==> src/rtl/operand_loader.sv <==
// -----------------------------------------------------------------------------
// operand_loader
//   Loads two operands and an operation selector from switches. One field is
//   captured per qualified press of a bouncing push button. The raw button is
//   synchronised, optionally debounced, and edge-detected into a single-cycle
//   press that steps the capture FSM S_A -> S_B -> S_OP -> S_DONE -> S_A.
//
//   Build option: define OPERAND_LOADER_DEBOUNCE_EN to include the debounce
//   counter. Without it the synchronised level is used directly and
//   DEBOUNCE_CYCLES has no effect.
//
// Parameters
//   N               operand width
//   DEBOUNCE_CYCLES consecutive differing samples needed to accept a new
//                   button level (1..65535)
// Ports
//   clk        clock, rising edge
//   reset      asynchronous active-high reset
//   data_sw    operand switches (sampled only on a capture edge)
//   sel_sw     selector switches (sampled only on a capture edge)
//   btn_load   raw load button, active-high
//   operand1   captured first operand
//   operand2   captured second operand
//   selector   captured operation selector
//   valid      one-cycle pulse on the cycle after the selector is captured
//   ready      high while all three fields hold a complete set (S_DONE)
//   state      current FSM encoding, for LED display
// -----------------------------------------------------------------------------
module operand_loader #(
  parameter int N               = 4,
  parameter int DEBOUNCE_CYCLES = 16
) (
  input  logic         clk,
  input  logic         reset,
  input  logic [N-1:0] data_sw,
  input  logic [3:0]   sel_sw,
  input  logic         btn_load,
  output logic [N-1:0] operand1,
  output logic [N-1:0] operand2,
  output logic [3:0]   selector,
  output logic         valid,
  output logic         ready,
  output logic [1:0]   state
);

  typedef enum logic [1:0] {
    S_A    = 2'b00,
    S_B    = 2'b01,
    S_OP   = 2'b10,
    S_DONE = 2'b11
  } state_t;

  // two-flop synchroniser; nothing else looks at btn_load
  logic [1:0] sync_q;
  logic       btn_s;

  always_ff @(posedge clk or posedge reset) begin
    if (reset) sync_q <= '0;
    else       sync_q <= {sync_q[0], btn_load};
  end

  assign btn_s = sync_q[1];

  logic btn_stable;

`ifdef OPERAND_LOADER_DEBOUNCE_EN
  // The counter tracks how many consecutive edges btn_s has disagreed with the
  // accepted level. Any agreeing sample restarts the count, so only an
  // uninterrupted run of DEBOUNCE_CYCLES disagreeing samples flips the level.
  localparam logic [15:0] DB_LAST = 16'(DEBOUNCE_CYCLES - 1);

  logic [15:0] diff_cnt_q;
  logic        stable_q;

  always_ff @(posedge clk or posedge reset) begin
    if (reset) begin
      diff_cnt_q <= '0;
      stable_q   <= 1'b0;
    end else if (btn_s == stable_q) begin
      diff_cnt_q <= '0;
    end else if (diff_cnt_q == DB_LAST) begin
      stable_q   <= btn_s;
      diff_cnt_q <= '0;
    end else begin
      diff_cnt_q <= diff_cnt_q + 16'd1;
    end
  end

  assign btn_stable = stable_q;
`else
  assign btn_stable = btn_s;

  // parameter kept for a uniform interface; it has no function in this build
  logic unused_debounce_cfg;
  assign unused_debounce_cfg = (DEBOUNCE_CYCLES != 0);
`endif

  // rising-edge detect on the accepted level, registered so the press pulse
  // lands the cycle after btn_stable rises
  logic stable_prev_q;
  logic press_q;

  always_ff @(posedge clk or posedge reset) begin
    if (reset) begin
      stable_prev_q <= 1'b0;
      press_q       <= 1'b0;
    end else begin
      stable_prev_q <= btn_stable;
      press_q       <= btn_stable & ~stable_prev_q;
    end
  end

  // capture FSM; every output is a register written only here
  state_t         state_q;
  logic [N-1:0]   op1_q;
  logic [N-1:0]   op2_q;
  logic [3:0]     sel_q;
  logic           valid_q;
  logic           ready_q;

  always_ff @(posedge clk or posedge reset) begin
    if (reset) begin
      state_q <= S_A;
      op1_q   <= '0;
      op2_q   <= '0;
      sel_q   <= '0;
      valid_q <= 1'b0;
      ready_q <= 1'b0;
    end else begin
      valid_q <= 1'b0;
      if (press_q) begin
        case (state_q)
          S_A: begin
            op1_q   <= data_sw;
            state_q <= S_B;
          end
          S_B: begin
            op2_q   <= data_sw;
            state_q <= S_OP;
          end
          S_OP: begin
            sel_q   <= sel_sw;
            state_q <= S_DONE;
            valid_q <= 1'b1;
            ready_q <= 1'b1;
          end
          S_DONE: begin
            // leaving S_DONE keeps the last set visible on the outputs
            state_q <= S_A;
            ready_q <= 1'b0;
          end
        endcase
      end
    end
  end

  assign operand1 = op1_q;
  assign operand2 = op2_q;
  assign selector = sel_q;
  assign valid    = valid_q;
  assign ready    = ready_q;
  assign state    = state_q;

endmodule

==> config.mk <==
export PLATFORM = sky130hd
export DESIGN_NAME = operand_loader
export DESIGN_NICKNAME = d
export VERILOG_FILES = /design/src/rtl/operand_loader.sv
export SDC_FILE = /design/constraint.sdc
export NUM_CORES = 1
export LEC_CHECK = 0
export CAP_MARGIN = 10
export CELL_PAD_IN_SITES_DETAIL_PLACEMENT = 1
export CELL_PAD_IN_SITES_GLOBAL_PLACEMENT = 1
export CORE_ASPECT_RATIO = 0.9
export CORE_UTILIZATION = 30
export DETAILED_ROUTE_END_ITERATION = 10
export PLACE_DENSITY = 0.78
export SLEW_MARGIN = 15
export SYNTH_ARGS = -nofsm -noshare
export SYNTH_HDL_FRONTEND = slang
export SYNTH_SLANG_ARGS = --single-unit
==> constraint.sdc <==
create_clock -name clk -period 2.1 [get_ports clk]
set_clock_uncertainty 0.2 [all_clocks]
set_input_delay 0.63 -clock clk [delete_from_list [all_inputs] [get_ports clk]]
set_output_delay 0.63 -clock clk [all_outputs]
set_load 0.02 [all_outputs]
==> results.ini, run 1 <==
[grt]
antenna_found_initial = 0
grt_usage = 0.129
grt_pass1_vias = 553
grt_pass1_wl_microns = 2780
grt_start_max_net_pins = 21
grt-ovfl-total = 0

[final_layout]
drive_gt1_frac = 0.244
area_growth_pct = 39.1
nNetsFinal = 99
antenna_cells = 0

[critical_path]
slowest_stage = dfrtp_1
worst_setup_path_end_kind = output port
path_delay_family = flip-flops
crit_type = flop to output port
critPathMaxFanout = 2
critPathMaxStageDelay_ns = 0.41
crit_arrival_ns = 1.05
cp.required_ns = 1.27
path_cells = dlygate4sd2_1
crit_path_start_kind = flop
crit_buf_inv = 1

[clocking]
post_cts_buffers = 0
ctsHoldBuffers = 0
ctsResizeCount = 15
htree_levels = 1
cts_max_path_buffers = 2
cts_made_buffers = 3
insertion_delay_ns = 0.29
cts_tree = built
clkSlewWorstSetupHoldPaths_ns = 0.12
cts-root-buf = clkbuf_4
cts_sinks = 20

[yosys]
synthTopCellsByArea = dfrtp_1 (60%), mux2_4 (21%), ha_1 (7.5%)
synth_fp_nets = 68
synth.avg_cell_area_sq_um = 16.1
synth.most_common_cell = dfrtp_1
synthCells = 52
synth_cell_types = 10
yosys_warnings = 0
synth_edf_count = 0
ys_seq_area_frac = 0.597
ys.flop_type = dfrtp_1
synthTopCellsByCount = dfrtp_1 (20), mux2_4 (12), ha_1 (5), inv_1 (4)
synth_top_area_cell = dfrtp_1
ys_seq_elements = 20
async_reset_ff_frac = 1.00
synth_top_area_frac = 0.597
synth_area_sq_um = 838

[min_path]
min_path_type = flop to flop

[routing]
wirelength_microns = 1620
wire_per_inst_microns = 14.7
route.detailed.drc = 4
drt_iter0_markers = 12
via_count = 493
drt_first_pass_iters = 7
via_per_inst = 4.48
drtAntennaViolNets = 0

[sta]
final-setup-viol-count = 0
relSlewSlack = 0.730
final.setup.tns_ns = 0
slew_viol_final = 0
fin_hold_ws_ns = 0.158
hold_viol_final = 0
fmax_ghz = 0.533
setup_slack_ns = 0.222
tightest_slew_ns = 0.405
grt_setup_unrepaired = false
period_share = 0.894
layout_min_cycle_time_ns = 1.88

[place]
gp_congestion = 0.676
numPortBuffers = 26
dp_hpwl_microns = 1210
place_ws_ns = 0.273

[floorplan]
die_h_microns = 52.2
die_area_sq_um = 3010
initial_utilization = 0.328
ioPinCount = 27
die_x_microns = 57.7
core-area_sq_um = 2550
num_rows = 17

[status]
status = finished with violations
violations = design-rule violations

[job]
maxCapViolCount = 0

[pwr]
pwr_density_cell_nw_per_um2 = 1450
leakagePower_nw = 0.627
ir_drop_mv = 0.761

-- state kept, by name (all words and copies together) (netlist names) --
signal	flops
operand2	4
state	2
sync_q	2
selector	4
stable_prev_q	1
ready	1
press_q	1
valid	1
operand1	4
-- final timing paths --
kind | from | end | slack, ns | cells past startpoint
setup / recovery | operand1[3] | operand1[3] | 0.22 | 1
setup reg to reg | state[0] | selector[1] | 0.54 | 4
min in group asynchronous | reset | selector[3] | 0.45 | 3
hold / removal | sync_q[0] | sync_q[1] | 0.16 | 0
max in group asynchronous | reset | state[0] | 1.03 | 3
hold reg to reg | sync_q[0] | sync_q[1] | 0.16 | 0
-- metal layers --
metal / track usage / vias to the layer above / routed length, microns
met5: 0 / - / 0
met4: 0.0357 / 0 / 0
met3: 0.0498 / 0 / 95
met2: 0.205 / 16 / 801
met1: 0.164 / 246 / 722
li1: - / 231 / -
-- stage by stage --
step	power [mW]	cell area (sq um)	std cells	util
finish	1.70	1170	110	0.457
global route	1.81	1170	110	0.457
CTS	1.72	1160	110	0.456
detailed placement	1.51	1130	106	0.443
global placement	1.48	1130	106	0.443
floorplan	1.13	838	52	-
-- cell type report --
type / instances / area, sq um
clock buffers: 3 / 22.5
clock inverters: 1 / 30.0
fillers: 267 / 1390
inverters: 4 / 15.0
multi-input cells: 27 / 312
flip-flops and latches: 20 / 500
well taps: 28 / 35.0
repair buffers: 27 / 251
-- layout by cell type, fill, tap and decap left out, drive strengths merged --
cell / n
nand2: 4
dlygate4sd2: 15
dlymetal6s2s: 1
clkdlybuf4s50: 10
buf: 1
clkbuf: 3
mux2: 12
ha: 5
bufinv: 1
o21ai: 3
dfrtp: 20
nor2b: 1
a21oi: 2
inv: 4
-- power breakdown --
part	switching [mW]	internal [mW]	leakage [nW]
clock network	0.117	0.193	0.0279
registers	0.0934	0.537	0.238
logic	0.382	0.374	0.361
total	0.593	1.10	0.627
-- logic make-up after synthesis --
family                     after synthesis  share of synthesized area
adders and majority gates                5                     0.0746
buffers and inverters                    5                     0.0313
DFF                                     20                      0.597
muxes                                   12                      0.215
AOI/OAI and AO/OA                        5                     0.0298
and+or+nand+nor                          5                     0.0522
(Power assumes the default switching activity.)
==> run 2, diff against run 1 <==
--- a/config.mk
+++ b/config.mk
@@ -10,6 +10,7 @@
 export CELL_PAD_IN_SITES_GLOBAL_PLACEMENT = 1
 export CORE_ASPECT_RATIO = 0.9
 export CORE_UTILIZATION = 30
+export CTS_BUF_LIST = sky130_fd_sc_hd__clkbuf_4 sky130_fd_sc_hd__clkbuf_8
 export DETAILED_ROUTE_END_ITERATION = 10
 export PLACE_DENSITY = 0.78
 export SLEW_MARGIN = 15
==> results of run 2 <==
No change in the layout: final DEF, timing and power equal those of run 1.
==> run 3, diff against run 2 <==
--- a/config.mk
+++ b/config.mk
@@ -12,7 +12,7 @@
 export CORE_UTILIZATION = 30
 export CTS_BUF_LIST = sky130_fd_sc_hd__clkbuf_4 sky130_fd_sc_hd__clkbuf_8
 export DETAILED_ROUTE_END_ITERATION = 10
-export PLACE_DENSITY = 0.78
+export PLACE_DENSITY = 0.81
 export SLEW_MARGIN = 15
 export SYNTH_ARGS = -nofsm -noshare
 export SYNTH_HDL_FRONTEND = slang
==> constraint.sdc (replaced) <==
create_clock -name clk -period 1.6 [get_ports clk]
set_clock_uncertainty 0.2 [all_clocks]
set_input_delay 0.48 -clock clk [delete_from_list [all_inputs] [get_ports clk]]
set_output_delay 0.48 -clock clk [all_outputs]
set_load 0.02 [all_outputs]
==> run 3 against run 2 <==
First-iteration DRC count decreased by 42%. Sequential power grew 27%. Worst setup slack lost 0.16 ns. Core utilization increased by 0.34 points. Sequential share of layout area fell by 0.32 points. The run still ends with design-rule violations left.
==> results.ini, run 3 (synthesis gave the netlist of run 1 again) <==
[status]
status = finished with violations
violations = design-rule violations

[clocking]
insertion_delay_ns = 0.29
ctsHoldBuffers = 0
cts_made_buffers = 3
cts_tree = built
cts_sinks = 20
cts_max_path_buffers = 2
htree_levels = 1
clkSlewWorstSetupHoldPaths_ns = 0.11
cts-root-buf = clkbuf_4

[pwr]
pwr_density_cell_nw_per_um2 = 1900
p_sw_uw = 824
intPower_mw = 1.41
combPwrFrac = 0.539
leakagePower_nw = 0.626
ir_drop_mv = 0.602
pwr-share-seq = 0.357
finalPower_mw = 2.23
clkPwrFrac = 0.104
switching_share = 0.369

[sta]
fin_hold_ws_ns = 0.181
hold_viol_final = 0
relSlewSlack = 0.726
layout_min_cycle_time_ns = 1.53
slew_viol_final = 0
tightest_slew_ns = 0.411
grt_setup_unrepaired = false
period_share = 0.959
fmax_ghz = 0.652
final-setup-viol-count = 0

[min_path]
holdPathStages = 0
hold-path-endpoint = sync_q[1]
hp-start = sync_q[0]
min_path_type = flop to flop

[final_layout]
antenna_cells = 0
fin_area_sq_um = 1170
multiInputGateArea_sq_um = 329
nNetsFinal = 110
final_common_cell = dfrtp_1
layout_common_cells = dfrtp_1 (20), buf_2 (16), mux2_4 (12), buf_4 (12), clkdlybuf4s50_1 (10)
regArea_sq_um = 500
layout.cells.non_filler = 120
fillers = 282
drive_gt1_frac = 0.554
area_growth_pct = 40.1

[grt]
grt_pass1_vias = 571
antenna_found_initial = 0
grt_start_max_net_pins = 21
grt-ovfl-total = 0
grt_usage = 0.130
grt_pass1_wl_microns = 2830

[routing]
drtAntennaViolNets = 0
wirelength_microns = 1660
drt_iter0_markers = 7
drt_first_pass_iters = 7
route.detailed.drc = 2
wire_per_inst_microns = 13.8
via_per_inst = 4.56
via_count = 547

[floorplan]
die_area_sq_um = 3010
die_x_microns = 57.7
ioPinCount = 27
core-area_sq_um = 2550
die_h_microns = 52.2
num_rows = 17
initial_utilization = 0.328

[place]
gp_congestion = 0.665
dpl_cell_area_sq_um = 1200
numPortBuffers = 26
dp_cells = 116
dp_hpwl_microns = 1200

[critical_path]
crit_type = flop to flop
r2r_setup_slack_ns = 0.07
worst_setup_path_end_kind = flop
critPathMaxStageDelay_ns = 0.39
crit_arrival_ns = 1.52
r2r-start = state[1]
path_cells = buf_4 -> inv_2 -> ha_2 -> nand2_4 -> mux2_4
cp.required_ns = 1.59
reg2regPathDepth = 5
slowest_stage = dfrtp_1
critPathMaxFanout = 4
crit_path_start_kind = flop
worstReg2RegEnd = operand2[1]

[job]
maxCapViolCount = 0

## run 3: per-layer routing
layer / vias up / GRT usage / wire length [microns]
li1: 252 / - / -
met1: 271 / 0.155 / 718
met2: 22 / 0.219 / 801
met3: 2 / 0.0498 / 124
met4: 0 / 0.0357 / 11
met5: - / 0 / 0
## run 3: worst max-delay path by stage
stage                 from  slack [ns]  cells after the start           to
2_1_floorplan     state[0]        0.02                      4  selector[0]
3_3_place_gp   operand1[3]       -0.02                      1  operand1[3]
3_5_place_dp   operand1[2]       -0.03                      1  operand1[2]
4_1_cts        selector[3]        0.05                      1  selector[3]
5_1_grt           state[1]       0.003                      5  operand2[1]
6_report          state[1]        0.07                      5  operand2[1]
## run 3: metrics by stage
step | setup TNS, ns | util | worst slack [ns]
floorplan | 0 | - | 0.0239
global placement | -0.0669 | 0.472 | -0.0167
detailed placement | -0.213 | 0.472 | -0.0292
CTS | 0 | 0.458 | 0.0495
global route | 0 | 0.460 | 0.00289
finish | 0 | 0.460 | 0.0664
## run 3: power by group through the flow
stage               clock (mW)  sequential (mW)  combinational, mW
floorplan                    0             1.07              0.409
global placement             0            0.814               1.30
detailed placement           0            0.820               1.34
CTS                      0.253            0.801               1.21
global route             0.270            0.830               1.29
finish                   0.233            0.798               1.20
## run 3: critical path: cells and delay by family (launching register included)
family                   cells  cell delay, ns
adder cells (fa/ha/maj)      1            0.19
buffers and inverters        2            0.23
AND/OR/NAND/NOR              1            0.08
flip-flops                   1            0.39
multiplexers                 1            0.33
## run 3: layout make-up
class	instances	area share
multi-input combinational	27	0.280
timing repair buffer	38	0.230
clock buffer	3	0.0192
inverter	4	0.0149
sequential	20	0.426
tap	28	0.0298
## run 3: repair_timing
action,in CTS,in global routing
pin swaps,1,0
resized for setup,69,2
buffers inserted,1,0
setup endpoints to repair,20,3
